**src/rtl/tree_pkg.sv**
```systemverilog
// -----------------------------------------------------------------------------
// tree_pkg
// Shared definitions for the decision-tree traversal engine: node-word field
// positions, datapath widths, the node word as a packed struct and the
// traversal FSM state encoding.
// No ports (package).
// -----------------------------------------------------------------------------
package tree_pkg;

  localparam int ADDR_W  = 14;
  localparam int FEAT_W  = 9;
  localparam int FIDX_W  = 8;
  localparam int DEPTH_W = 8;
  localparam int NODE_W  = 32;

  // Node word layout (bit positions)
  localparam int LEAF_BIT  = 0;
  localparam int RIGHT_LSB = 1;
  localparam int RIGHT_MSB = 7;
  localparam int LEFT_LSB  = 8;
  localparam int LEFT_MSB  = 14;
  localparam int CMP_LSB   = 15;
  localparam int CMP_MSB   = 23;
  localparam int FIDX_LSB  = 24;
  localparam int FIDX_MSB  = 31;

  localparam int REL_W = RIGHT_MSB - RIGHT_LSB + 1;
  localparam int CMP_W = CMP_MSB - CMP_LSB + 1;

  // Field order mirrors the bit positions above, MSB first.
  typedef struct packed {
    logic [FIDX_MSB-FIDX_LSB:0]   fidx;
    logic [CMP_MSB-CMP_LSB:0]     cmp;   // class when leaf=1
    logic [LEFT_MSB-LEFT_LSB:0]   left;
    logic [RIGHT_MSB-RIGHT_LSB:0] right;
    logic                         leaf;
  } node_t;

  typedef enum logic [2:0] {
    IDLE,
    FETCH,
    WAIT,
    EVAL,
    DONE
  } state_e;

endpackage

```
**src/rtl/node_processing.sv**
```systemverilog
// -----------------------------------------------------------------------------
// node_processing
// Combinational branch decision for one internal tree node: compares the
// fetched feature value against the node's compare value and forms the
// absolute address of the selected child.
// Ports:
//   cmp_i        node compare value
//   left_i       relative offset of the left child
//   right_i      relative offset of the right child
//   cur_addr_i   absolute address of the current node
//   feat_val_i   feature value selected by the node
//   go_left_o    1 when feat_val_i <= cmp_i (unsigned)
//   next_addr_o  cur_addr_i + selected offset, modulo 2^ADDR_W
// -----------------------------------------------------------------------------
module node_processing
  import tree_pkg::*;
(
  input  logic [CMP_W-1:0]  cmp_i,
  input  logic [REL_W-1:0]  left_i,
  input  logic [REL_W-1:0]  right_i,
  input  logic [ADDR_W-1:0] cur_addr_i,
  input  logic [FEAT_W-1:0] feat_val_i,
  output logic              go_left_o,
  output logic [ADDR_W-1:0] next_addr_o
);

  logic [REL_W-1:0] offset;

  always_comb begin
    go_left_o   = (feat_val_i <= cmp_i);
    offset      = go_left_o ? left_i : right_i;
    // Zero-extended add; the carry out of the top bit is dropped so the
    // address wraps around the node memory.
    next_addr_o = cur_addr_i + {{(ADDR_W-REL_W){1'b0}}, offset};
  end

endmodule

```
**src/rtl/tree_traversal_ctrl.sv**
```systemverilog
// -----------------------------------------------------------------------------
// tree_traversal_ctrl
// Runs one decision-tree inference: fetches node words starting at a root
// address, evaluates each internal node against the selected feature and
// follows the chosen child until a leaf is reached, then reports the leaf
// class and the number of nodes visited.
//
// Optional feature: define TREE_DEPTH_GUARD_EN to abort a traversal whose
// depth reaches MAX_DEPTH at a non-leaf node (result_err=1, class=0).
// Without it there is no limit and result_err stays 0.
//
// Ports:
//   clk, rst      clock, synchronous active-high reset
//   start         begin a traversal (accepted only when idle)
//   root_addr     root node address, sampled with start
//   busy          engine not idle
//   mem_rd_en     node-memory read strobe, one per node
//   mem_addr      node-memory read address
//   mem_rd_data   node word, valid MEM_LAT cycles after mem_rd_en
//   feat_idx      feature index of the node being evaluated
//   feat_val      feature value for feat_idx (combinational return)
//   result_valid  one-cycle completion pulse
//   result_class  leaf class, held until overwritten
//   result_depth  nodes visited (leaf included), saturating at 255
//   result_err    depth-guard abort flag
// -----------------------------------------------------------------------------
module tree_traversal_ctrl
  import tree_pkg::*;
#(
  parameter int MEM_LAT   = 1,
  parameter int MAX_DEPTH = 64
) (
  input  logic              clk,
  input  logic              rst,
  input  logic              start,
  input  logic [ADDR_W-1:0] root_addr,
  output logic              busy,
  output logic              mem_rd_en,
  output logic [ADDR_W-1:0] mem_addr,
  input  logic [NODE_W-1:0] mem_rd_data,
  output logic [FIDX_W-1:0] feat_idx,
  input  logic [FEAT_W-1:0] feat_val,
  output logic              result_valid,
  output logic [CMP_W-1:0]  result_class,
  output logic [DEPTH_W-1:0] result_depth,
  output logic              result_err
);

  localparam int CNT_W = 3;

`ifdef TREE_DEPTH_GUARD_EN
  localparam bit GUARD_EN = 1'b1;
`else
  localparam bit GUARD_EN = 1'b0;
`endif

  localparam logic [DEPTH_W-1:0] DEPTH_LIMIT = DEPTH_W'(MAX_DEPTH);

  state_e              state_q;
  node_t               node_q;
  logic [ADDR_W-1:0]   cur_addr_q;
  logic [CNT_W-1:0]    lat_cnt_q;
  logic [DEPTH_W-1:0]  depth_q;
  logic [DEPTH_W-1:0]  depth_d;
  logic                busy_q;
  logic                mem_rd_en_q;
  logic [ADDR_W-1:0]   mem_addr_q;
  logic                result_valid_q;
  logic [CMP_W-1:0]    result_class_q;
  logic                result_err_q;

  logic                go_left;
  logic [ADDR_W-1:0]   next_addr;
  logic                depth_limit_hit;

  node_processing u_node_processing (
    .cmp_i       (node_q.cmp),
    .left_i      (node_q.left),
    .right_i     (node_q.right),
    .cur_addr_i  (cur_addr_q),
    .feat_val_i  (feat_val),
    .go_left_o   (go_left),
    .next_addr_o (next_addr)
  );

  // Saturating visit counter; stays at 255 rather than wrapping.
  assign depth_d         = (depth_q == '1) ? depth_q : depth_q + 1'b1;
  // Constant-false when the guard is compiled out.
  assign depth_limit_hit = GUARD_EN && (depth_q == DEPTH_LIMIT);

  // NOTE: sequential state uses non-blocking assignments so every register
  // samples pre-edge values, independent of statement order.
  // NOTE: reset is synchronous and clears every register, including the node
  // word, so a traversal abandoned by reset leaves no stale state behind.
  always_ff @(posedge clk) begin
    if (rst) begin
      state_q        <= IDLE;
      node_q         <= '0;
      cur_addr_q     <= '0;
      lat_cnt_q      <= '0;
      depth_q        <= '0;
      busy_q         <= 1'b0;
      mem_rd_en_q    <= 1'b0;
      mem_addr_q     <= '0;
      result_valid_q <= 1'b0;
      result_class_q <= '0;
      result_err_q   <= 1'b0;
    end else begin
      // Strobes are single-cycle unless a branch below re-asserts them.
      mem_rd_en_q    <= 1'b0;
      result_valid_q <= 1'b0;

      case (state_q)
        IDLE: begin
          if (start) begin
            cur_addr_q   <= root_addr;
            depth_q      <= '0;
            result_err_q <= 1'b0;
            busy_q       <= 1'b1;
            mem_rd_en_q  <= 1'b1;
            mem_addr_q   <= root_addr;
            state_q      <= FETCH;
          end
        end

        FETCH: begin
          depth_q   <= depth_d;
          lat_cnt_q <= CNT_W'(MEM_LAT);
          state_q   <= WAIT;
        end

        WAIT: begin
          lat_cnt_q <= lat_cnt_q - 1'b1;
          // Count of 1 marks the cycle in which the read data is valid.
          if (lat_cnt_q == CNT_W'(1)) begin
            node_q  <= mem_rd_data;
            state_q <= EVAL;
          end
        end

        EVAL: begin
          if (node_q.leaf) begin
            result_class_q <= node_q.cmp;
            result_valid_q <= 1'b1;
            state_q        <= DONE;
          end else if (depth_limit_hit) begin
            result_err_q   <= 1'b1;
            result_class_q <= '0;
            result_valid_q <= 1'b1;
            state_q        <= DONE;
          end else begin
            cur_addr_q  <= next_addr;
            mem_addr_q  <= next_addr;
            mem_rd_en_q <= 1'b1;
            state_q     <= FETCH;
          end
        end

        DONE: begin
          busy_q  <= 1'b0;
          state_q <= IDLE;
        end

        default: begin
          busy_q  <= 1'b0;
          state_q <= IDLE;
        end
      endcase
    end
  end

  assign busy         = busy_q;
  assign mem_rd_en    = mem_rd_en_q;
  assign mem_addr     = mem_addr_q;
  assign feat_idx     = node_q.fidx;
  assign result_valid = result_valid_q;
  assign result_class = result_class_q;
  assign result_depth = depth_q;
  assign result_err   = result_err_q;

endmodule

```
**config.mk**
```make
export PLATFORM = sky130hd
export DESIGN_NAME = tree_traversal_ctrl
export DESIGN_NICKNAME = d
export VERILOG_FILES = /design/src/rtl/tree_pkg.sv /design/src/rtl/node_processing.sv /design/src/rtl/tree_traversal_ctrl.sv
export SDC_FILE = /design/constraint.sdc
export NUM_CORES = 1
export LEC_CHECK = 0
export ABC_AREA = 1
export CELL_PAD_IN_SITES_DETAIL_PLACEMENT = 0
export CELL_PAD_IN_SITES_GLOBAL_PLACEMENT = 2
export CORE_UTILIZATION = 25
export DETAILED_ROUTE_END_ITERATION = 10
export PLACE_DENSITY_LB_ADDON = 0.3
export SYNTH_ARGS = -nofsm -noshare
export SYNTH_HDL_FRONTEND = slang
export SYNTH_SLANG_ARGS = --single-unit
```
**constraint.sdc**
```tcl
create_clock -name clk -period 5.7 [get_ports clk]
set_clock_uncertainty 0.15 [all_clocks]
set_input_delay 1.14 -clock clk [delete_from_list [all_inputs] [get_ports clk]]
set_output_delay 1.14 -clock clk [all_outputs]
set_load 0.02 [all_outputs]
```
==> results by group, run 1 <==
Status
  – Status: complete, no violations

STA
  – Slew @ Worst Pin: 0.729 ns
  – RSZ-0062 raised after global routing: no
  – Tcrit/Tclk final: 0.782
  – F_max: 224 MHz
  – Slew headroom: 0.513
  – Setup tns final: 0 ns
  – Max Slew Vio Count: 0
  – Fin crit period: 4.46 ns
  – Final Hold Fails: 0
  – Final setup violation count: 0

Finish
  – Share of layout cells above drive strength 1: 0.0625
  – Final Net Count: 714
  – ANT cells: 0
  – Post-Layout Cell Count: 828
  – Area Overhead vs Synth: 34.8%
  – Fill cells: 1,625

GRT
  – Met3 Use GR: 0.0557
  – Largest net degree at the start of global routing: 49
  – Tot GR Track Use: 0.146
  – First-pass GRT wire length: 18,200 um
  – GR Overflow Total: 0
  – M1 GR Usage: 0.184
  – Initial antenna violation count: 0
  – Busiest grt layer: met2
  – Vias in the first global route: 3,631
  – Met2 Use GR: 0.225

Synth
  – Yosys warns: 0
  – Mapped Avg Cell Area: 7.02 um2
  – Ys flop type: dfxtp_1
  – Most area-consuming cells after synthesis: dfxtp_1 37%, nand2_1 11%, a21oi_1 7.4%
  – Cell variety after synth: 39
  – Synth top area share: 0.372
  – Async set-or-reset flop fraction in the synthesized netlist: 0
  – Mapped cell area: 3870 um2
  – Top cells by count, synth: 115 x nand2_1, 72 x dfxtp_1, 61 x nor2_1
  – Most instantiated library cell after synthesis: nand2_1
  – Syn_nets: 631
  – Area leader, netlist: dfxtp_1
  – Number of synthesized register bits: 72
  – Sequential area share after synthesis: 0.372
  – Number of flops mapped to enable cells by yosys: 0
  – Cells after Synth: 552

Place
  – DP Wirelength: 7930 um
  – Gpl congestion: 0.785
  – Placed cell count: 812
  – PortBufs: 99

Critical path
  – Crit path buf inv count: 3
  – Worst endpoint data arrival time: 4.53 ns
  – Critical Path Max Stage Delay: 0.50 ns
  – Top delay family on crit path: simple AND/OR/NAND/NOR gates
  – CP max stage cell: or3b_2
  – CP max FO: 16
  – WS Path Type: in2reg
  – Setup crit end kind: flop
  – Most frequent CP cell: nand2_1
  – R2R Setup Slk: 2.04 ns
  – Worst setup SP type: input port
  – Req. time, crit path: 5.78 ns
  – Worst-path cell chain: clkdlybuf4s50_1 > ha_1 > nand2_1 > or3b_2 > o21ai_4 > nand2_1 > o21ai_0 > ha_1 > inv_1 > fa_1 > inv_1 > nand3_1 > nand2_1 > nand2_1 > nand2_1 > nand2_1 > nand2_1 > nand2_1 > o21ai_0 > nand2_1

Floorplan
  – Boundary pin count: 101
  – Core ar.: 15,100 um2
  – Die Area: 16,000 um2
  – Row cnt: 45
  – Die height: 126 um
  – Die width: 126 um
  – Starting density of the core: 0.256

Clock network
  – Root Driver: clkbuf_16
  – CTS H-tree lvls: 3
  – CTS buffer count: 9
  – Worst-Skew Late Latency: 0.34 ns
  – CTS clk-pin slew, worst paths: 0.06 ns
  – Sink Count: 72
  – TritonCTS clock tree: built
  – # hold bufs at CTS: 0
  – Clk buf depth: 2
  – Post-CTS Setup Bufs: 0
  – CTS resizes: 0

Detailed routing
  – DR vias: 3,684
  – DR vias/cell: 4.45
  – Final WL: 10,900 um
  – Residual DRC: 0
  – Starting DRT DRC Count: 169
  – Routed len/inst: 13.2 um
  – Antenna viol nets, final: 0
  – First drt pass iteration count: 5

Power
  – Cell area power density: 330 nW/um2
  – Maximum vdd drop: 0.000162 V
  – LEAKAGE: 2.08 nW

Job
  – Max cap viols: 0

Min path
  – Hold Crit Class: reg2reg
cell families after synthesis:
family	Yosys count	share of synthesized area
AO/OA/AOI/OAI	123	0.167
XOR/XNOR	6	0.0136
adder cells (fa/ha/maj)	21	0.0698
buffers and inverters	87	0.104
flip-flops	72	0.372
other	1	0.000968
AND/OR/NAND/NOR	242	0.273
per-stage QoR:
step / setup WS, ns / power, mW / hold WS, ns / utilization / area, um2
4_1_cts: 1.26 / 1.76 / 0.302 / 0.345 / 5220
3_3_place_gp: 0.963 / 1.19 / 0.286 / 0.326 / 4930
6_report: 1.24 / 1.72 / 0.297 / 0.345 / 5220
5_1_grt: 0.881 / 1.85 / 0.318 / 0.345 / 5220
3_5_place_dp: 0.905 / 1.19 / 0.293 / 0.326 / 4930
2_1_floorplan: 1.76 / 0.993 / 0.275 / - / 3870
final timing paths:
| check | depth (start not counted) | end | start |
|---|---|---|---|
| max | 20 | mem_addr[10]$_SDFFE_PP0P_ | feat_val[8] |
| min | 2 | node_q[7]$_SDFFE_PP0P_ | node_q[7]$_SDFFE_PP0P_ |
| max reg2reg | 20 | mem_addr[10]$_SDFFE_PP0P_ | node_q[23]$_SDFFE_PP0P_ |
| min reg2reg | 2 | node_q[7]$_SDFFE_PP0P_ | node_q[7]$_SDFFE_PP0P_ |
state kept, by name, summed over array words and instances (netlist names):
| signal | count |
|---|---|
| mem_addr | 14 |
| lat_cnt_q | 3 |
| feat_idx | 8 |
| node_q | 24 |
| result_depth | 8 |
| result_valid | 1 |
| state_q | 3 |
| mem_rd_en | 1 |
| result_class | 9 |
| busy | 1 |
placed cells by master, fill, tap and decap left out, types with 3 or more instances in the layout:
cell / Yosys / final
clkdlybuf4s50_1: 0 / 99
xor2_1: 5 / 5
inv_2: 3 / 3
or2_2: 7 / 7
nor3_1: 5 / 5
nand4_1: 4 / 4
a31oi_1: 3 / 3
dfxtp_1: 72 / 72
nor2_2: 3 / 3
inv_1: 53 / 53
nand2_1: 115 / 115
clkbuf_8: 0 / 3
nand3_1: 36 / 36
nor2_1: 61 / 61
buf_4: 9 / 3
a21oi_1: 57 / 57
clkbuf_16: 0 / 9
ha_1: 20 / 20
o21ai_0: 56 / 56
worst register-to-register path: stages, from the launching register on:
cell	delay, ns
dfxtp_1	0.33
inv_1	0.08
ha_1	0.30
nand2_1	0.08
or3b_2	0.50
o21ai_4	0.32
nand2_1	0.08
o21ai_0	0.09
ha_1	0.25
inv_1	0.07
fa_1	0.38
inv_1	0.09
nand3_1	0.09
nand2_1	0.13
nand2_1	0.09
nand2_1	0.13
nand2_1	0.08
nand2_1	0.06
nand2_1	0.04
o21ai_0	0.15
nand2_1	0.06
power breakdown:
group / internal [mW] / switching (mW) / leakage, nW / total [mW]
combinational: 0.218 / 0.317 / 1.36 / 0.535
sequential: 0.574 / 0.0655 / 0.585 / 0.639
clock: 0.330 / 0.218 / 0.139 / 0.549
routing by layer:
metal  wire length, um  share of wire
met1              5290           0.48
met2              4760           0.43
met3               762          0.070
met4               133          0.012
met5                 0              0
final cells by class:
class                           instances  area, um2  share of cell area
Clock inverter                          2       12.5             0.00240
Timing Repair Buffer                  102       1010               0.194
Tap cell                              188        235              0.0451
Inverter                               57        214              0.0410
Multi-Input combinational cell        393       2030               0.389
Clock buffer                           14        274              0.0525
Sequential cell                        72       1440               0.276
No activity file was read; power rests on OpenSTA's default activity.
==> inputs of run 2 (changes only) <==
clock period = 4.2 ns   (was 5.7 ns; I/O delays follow)
==> run 2 against run 1 <==
Cell count rose by 0.97%. Count of clock-buffer cells in the layout fell by 5. First-iteration DRC count rose by 19%. Sequential share of layout area fell by 0.61 points. Total power rose by 45%. Non-clock buffer count rose by 8. Worst setup slack got worse by 0.87 ns. Register-to-register slack got worse by 1.2 ns. Worst hold slack improved by 0.0071 ns. Sequential power rose by 36%.
==> results by group, run 2 (same netlist as run 1, synthesis figures left out) <==
STA
  – Max Slew Vio Count: 0 (unchanged)
  – Tcrit/Tclk final: 0.910
  – Final Hold Fails: 0 (unchanged)
  – Final setup violation count: 0 (unchanged)
  – Fin crit period: 3.82 ns
  – Slew headroom: 0.501 (-0.0127)
  – F_max: 262 MHz
  – Slew @ Worst Pin: 0.748 ns (+0.0190 ns)
  – Worst setup margin: 0.377 ns (-0.867 ns)
  – RSZ-0062 raised after global routing: no
  – Setup tns final: 0 ns (unchanged)
  – WHS: 0.304 ns (+0.00711 ns)

Finish
  – Most frequent cells in the layout: 115 x nand2_1, 99 x clkdlybuf4s50_1, 72 x dfxtp_1
  – Post-Layout Cell Count: 836 (+0.97%)
  – ANT cells: 0 (unchanged)
  – Commonest non-fill, non-tap cell in the layout: nand2_1
  – Final Net Count: 722 (+1.1%)
  – Top reg by flops: node_q
  – Final design utilization: 0.353 (+0.00785)
  – Max reg flops: 24 (unchanged)
  – Area Overhead vs Synth: 37.9%
  – Share of layout cells above drive strength 1: 0.0772 (+0.0147)

GRT
  – First-pass GRT wire length: 18,300 um (+0.34%)
  – Initial antenna violation count: 0 (unchanged)
  – Vias in the first global route: 3,704 (+2.0%)
  – Tot GR Track Use: 0.144 (-0.00211)
  – Met3 Use GR: 0.0515 (-0.00422)
  – GR Overflow Total: 0 (unchanged)
  – M1 GR Usage: 0.190 (+0.00562)
  – Met2 Use GR: 0.217 (-0.00747)
  – Busiest grt layer: met2
  – Largest net degree at the start of global routing: 49 (unchanged)

Critical path
  – Cells on worst reg2reg path: 18 (-10%)
  – Worst endpoint data arrival time: 3.90 ns (-0.63 ns)
  – WS Path Type: in2reg
  – Req. time, crit path: 4.27 ns (-1.51 ns)
  – Worst R2R Start: node_q[23]$_SDFFE_PP0P_
  – Reg-to-reg endpoint: mem_addr[10]$_SDFFE_PP0P_
  – Worst setup SP type: input port
  – Setup crit end kind: flop
  – R2R Setup Slk: 0.88 ns (-1.16 ns)
  – CP max FO: 15 (-1)

Clock network
  – Root Driver: clkbuf_16
  – CTS clk-pin slew, worst paths: 0.06 ns (about the same)
  – CTS H-tree lvls: 3 (unchanged)
  – Post-CTS Setup Bufs: 0 (unchanged)
  – CTS buffer count: 9 (unchanged)
  – # hold bufs at CTS: 0 (unchanged)
  – Sink Count: 72 (unchanged)
  – CTS resizes: 0 (unchanged)
  – Clk buf depth: 2 (unchanged)
  – Worst-Skew Late Latency: 0.33 ns (about the same)
  – TritonCTS clock tree: built

Place
  – DP Wirelength: 7970 um (+0.47%)
  – Placed cell count: 820 (+0.99%)
  – PortBufs: 99 (unchanged)
  – Pre-CTS setup slack: 0.0106 ns (-0.894 ns)
  – Gpl congestion: 0.786 (+0.14%)

Min path
  – WHS Path Cells: 2 (unchanged)
  – HP Start: node_q[1]$_SDFFE_PP0P_
  – Hold Crit Class: reg2reg
  – Hold Path End: node_q[1]$_SDFFE_PP0P_

Detailed routing
  – Final WL: 10,900 um (-0.21%)
  – Antenna viol nets, final: 0 (unchanged)
  – DR vias/cell: 4.41 (-0.85%)
  – First drt pass iteration count: 4 (-1)
  – Residual DRC: 0 (unchanged)
  – Routed len/inst: 13.1 um (-1.2%)
  – Starting DRT DRC Count: 201 (+19%)
  – DR vias: 3,688 (+0.11%)

Job
  – Max cap viols: 0 (unchanged)

Floorplan
  – Die Area: 16,000 um2 (unchanged)
  – Row cnt: 45 (unchanged)
  – Starting density of the core: 0.256 (unchanged)
  – Boundary pin count: 101 (unchanged)
  – Core ar.: 15,100 um2 (unchanged)
  – Die height: 126 um (unchanged)
  – Die width: 126 um (unchanged)

Power
  – Comb pwr share: 0.295 (-0.016)
  – Clock power frac: 0.357 (+0.039)
  – LEAKAGE: 2.15 nW (+3.2%)
  – Cell area power density: 466 nW/um2 (+41%)
  – Switching share of total power: 0.332 (-0.0164)
  – Maximum vdd drop: 0.000205 V (+27%)
  – Seq pwr share: 0.348 (-0.023)
  – Internal: 1.66 mW (+48%)
  – Sw Pwr: 0.828 mW (+38%)

Status
  – Status: complete, no violations
run 2: per-layer routing:
layer / up-vias / share of wire
met1: 1629 / 0.50
met4: 0 / 0.013
met3: 10 / 0.067
met5: - / 0
met2: 76 / 0.43
li1: 1973 / -
run 2: how the worst max path moves through the flow:
stage                      startpoint                   endpoint  slack (ns)  cells after the start
after floorplan           feat_val[8]  mem_addr[10]$_SDFFE_PP0P_        0.56                     19
after global placement    feat_val[8]  mem_addr[10]$_SDFFE_PP0P_        0.04                     20
after detailed placement  feat_val[8]  mem_addr[10]$_SDFFE_PP0P_        0.01                     18
after CTS                 feat_val[8]  mem_addr[10]$_SDFFE_PP0P_        0.36                     18
after global routing      feat_val[8]  mem_addr[10]$_SDFFE_PP0P_        0.02                     22
final                     feat_val[8]  mem_addr[10]$_SDFFE_PP0P_        0.38                     18
run 2: critical path, cell delays in order:
cell,delay [ns]
clkdlybuf4s50_1,0.41
ha_1,0.30
nand2_1,0.09
or3b_2,0.50
o21ai_4,0.16
buf_4,0.20
o21ai_0,0.14
fa_1,0.43
inv_1,0.08
nand3_1,0.08
nand2_1,0.11
nand2_1,0.07
nand2_1,0.11
nand2_1,0.08
nand2_1,0.06
nand2_1,0.04
o21ai_0,0.13
nand2_1,0.06
run 2: final cells by class:
class                      instances  area, um2
timing repair buffer             110       1070
multi-input combinational        393       2030
inverter                          57        214
clock inverter                     7        120
clock buffer                       9        225
tap                              188        235
fill                            1627       9810
sequential                        72       1440
run 2: metrics by stage:
step | area (um2) | total power [mW]
floorplan | 3870 | 1.35
global placement | 4990 | 1.62
detailed placement | 4990 | 1.62
CTS | 5340 | 2.54
global route | 5340 | 2.67
finish | 5340 | 2.49
run 2: power by group through the flow:
stage                     Clock (mW)  Sequential (mW)  Combinational [mW]
after detailed placement           0            0.883               0.742
after CTS                      0.924            0.868               0.746
after floorplan                    0            0.914               0.434
after global placement             0            0.882               0.735
final                          0.890            0.866               0.735
after global routing           0.953            0.884               0.830
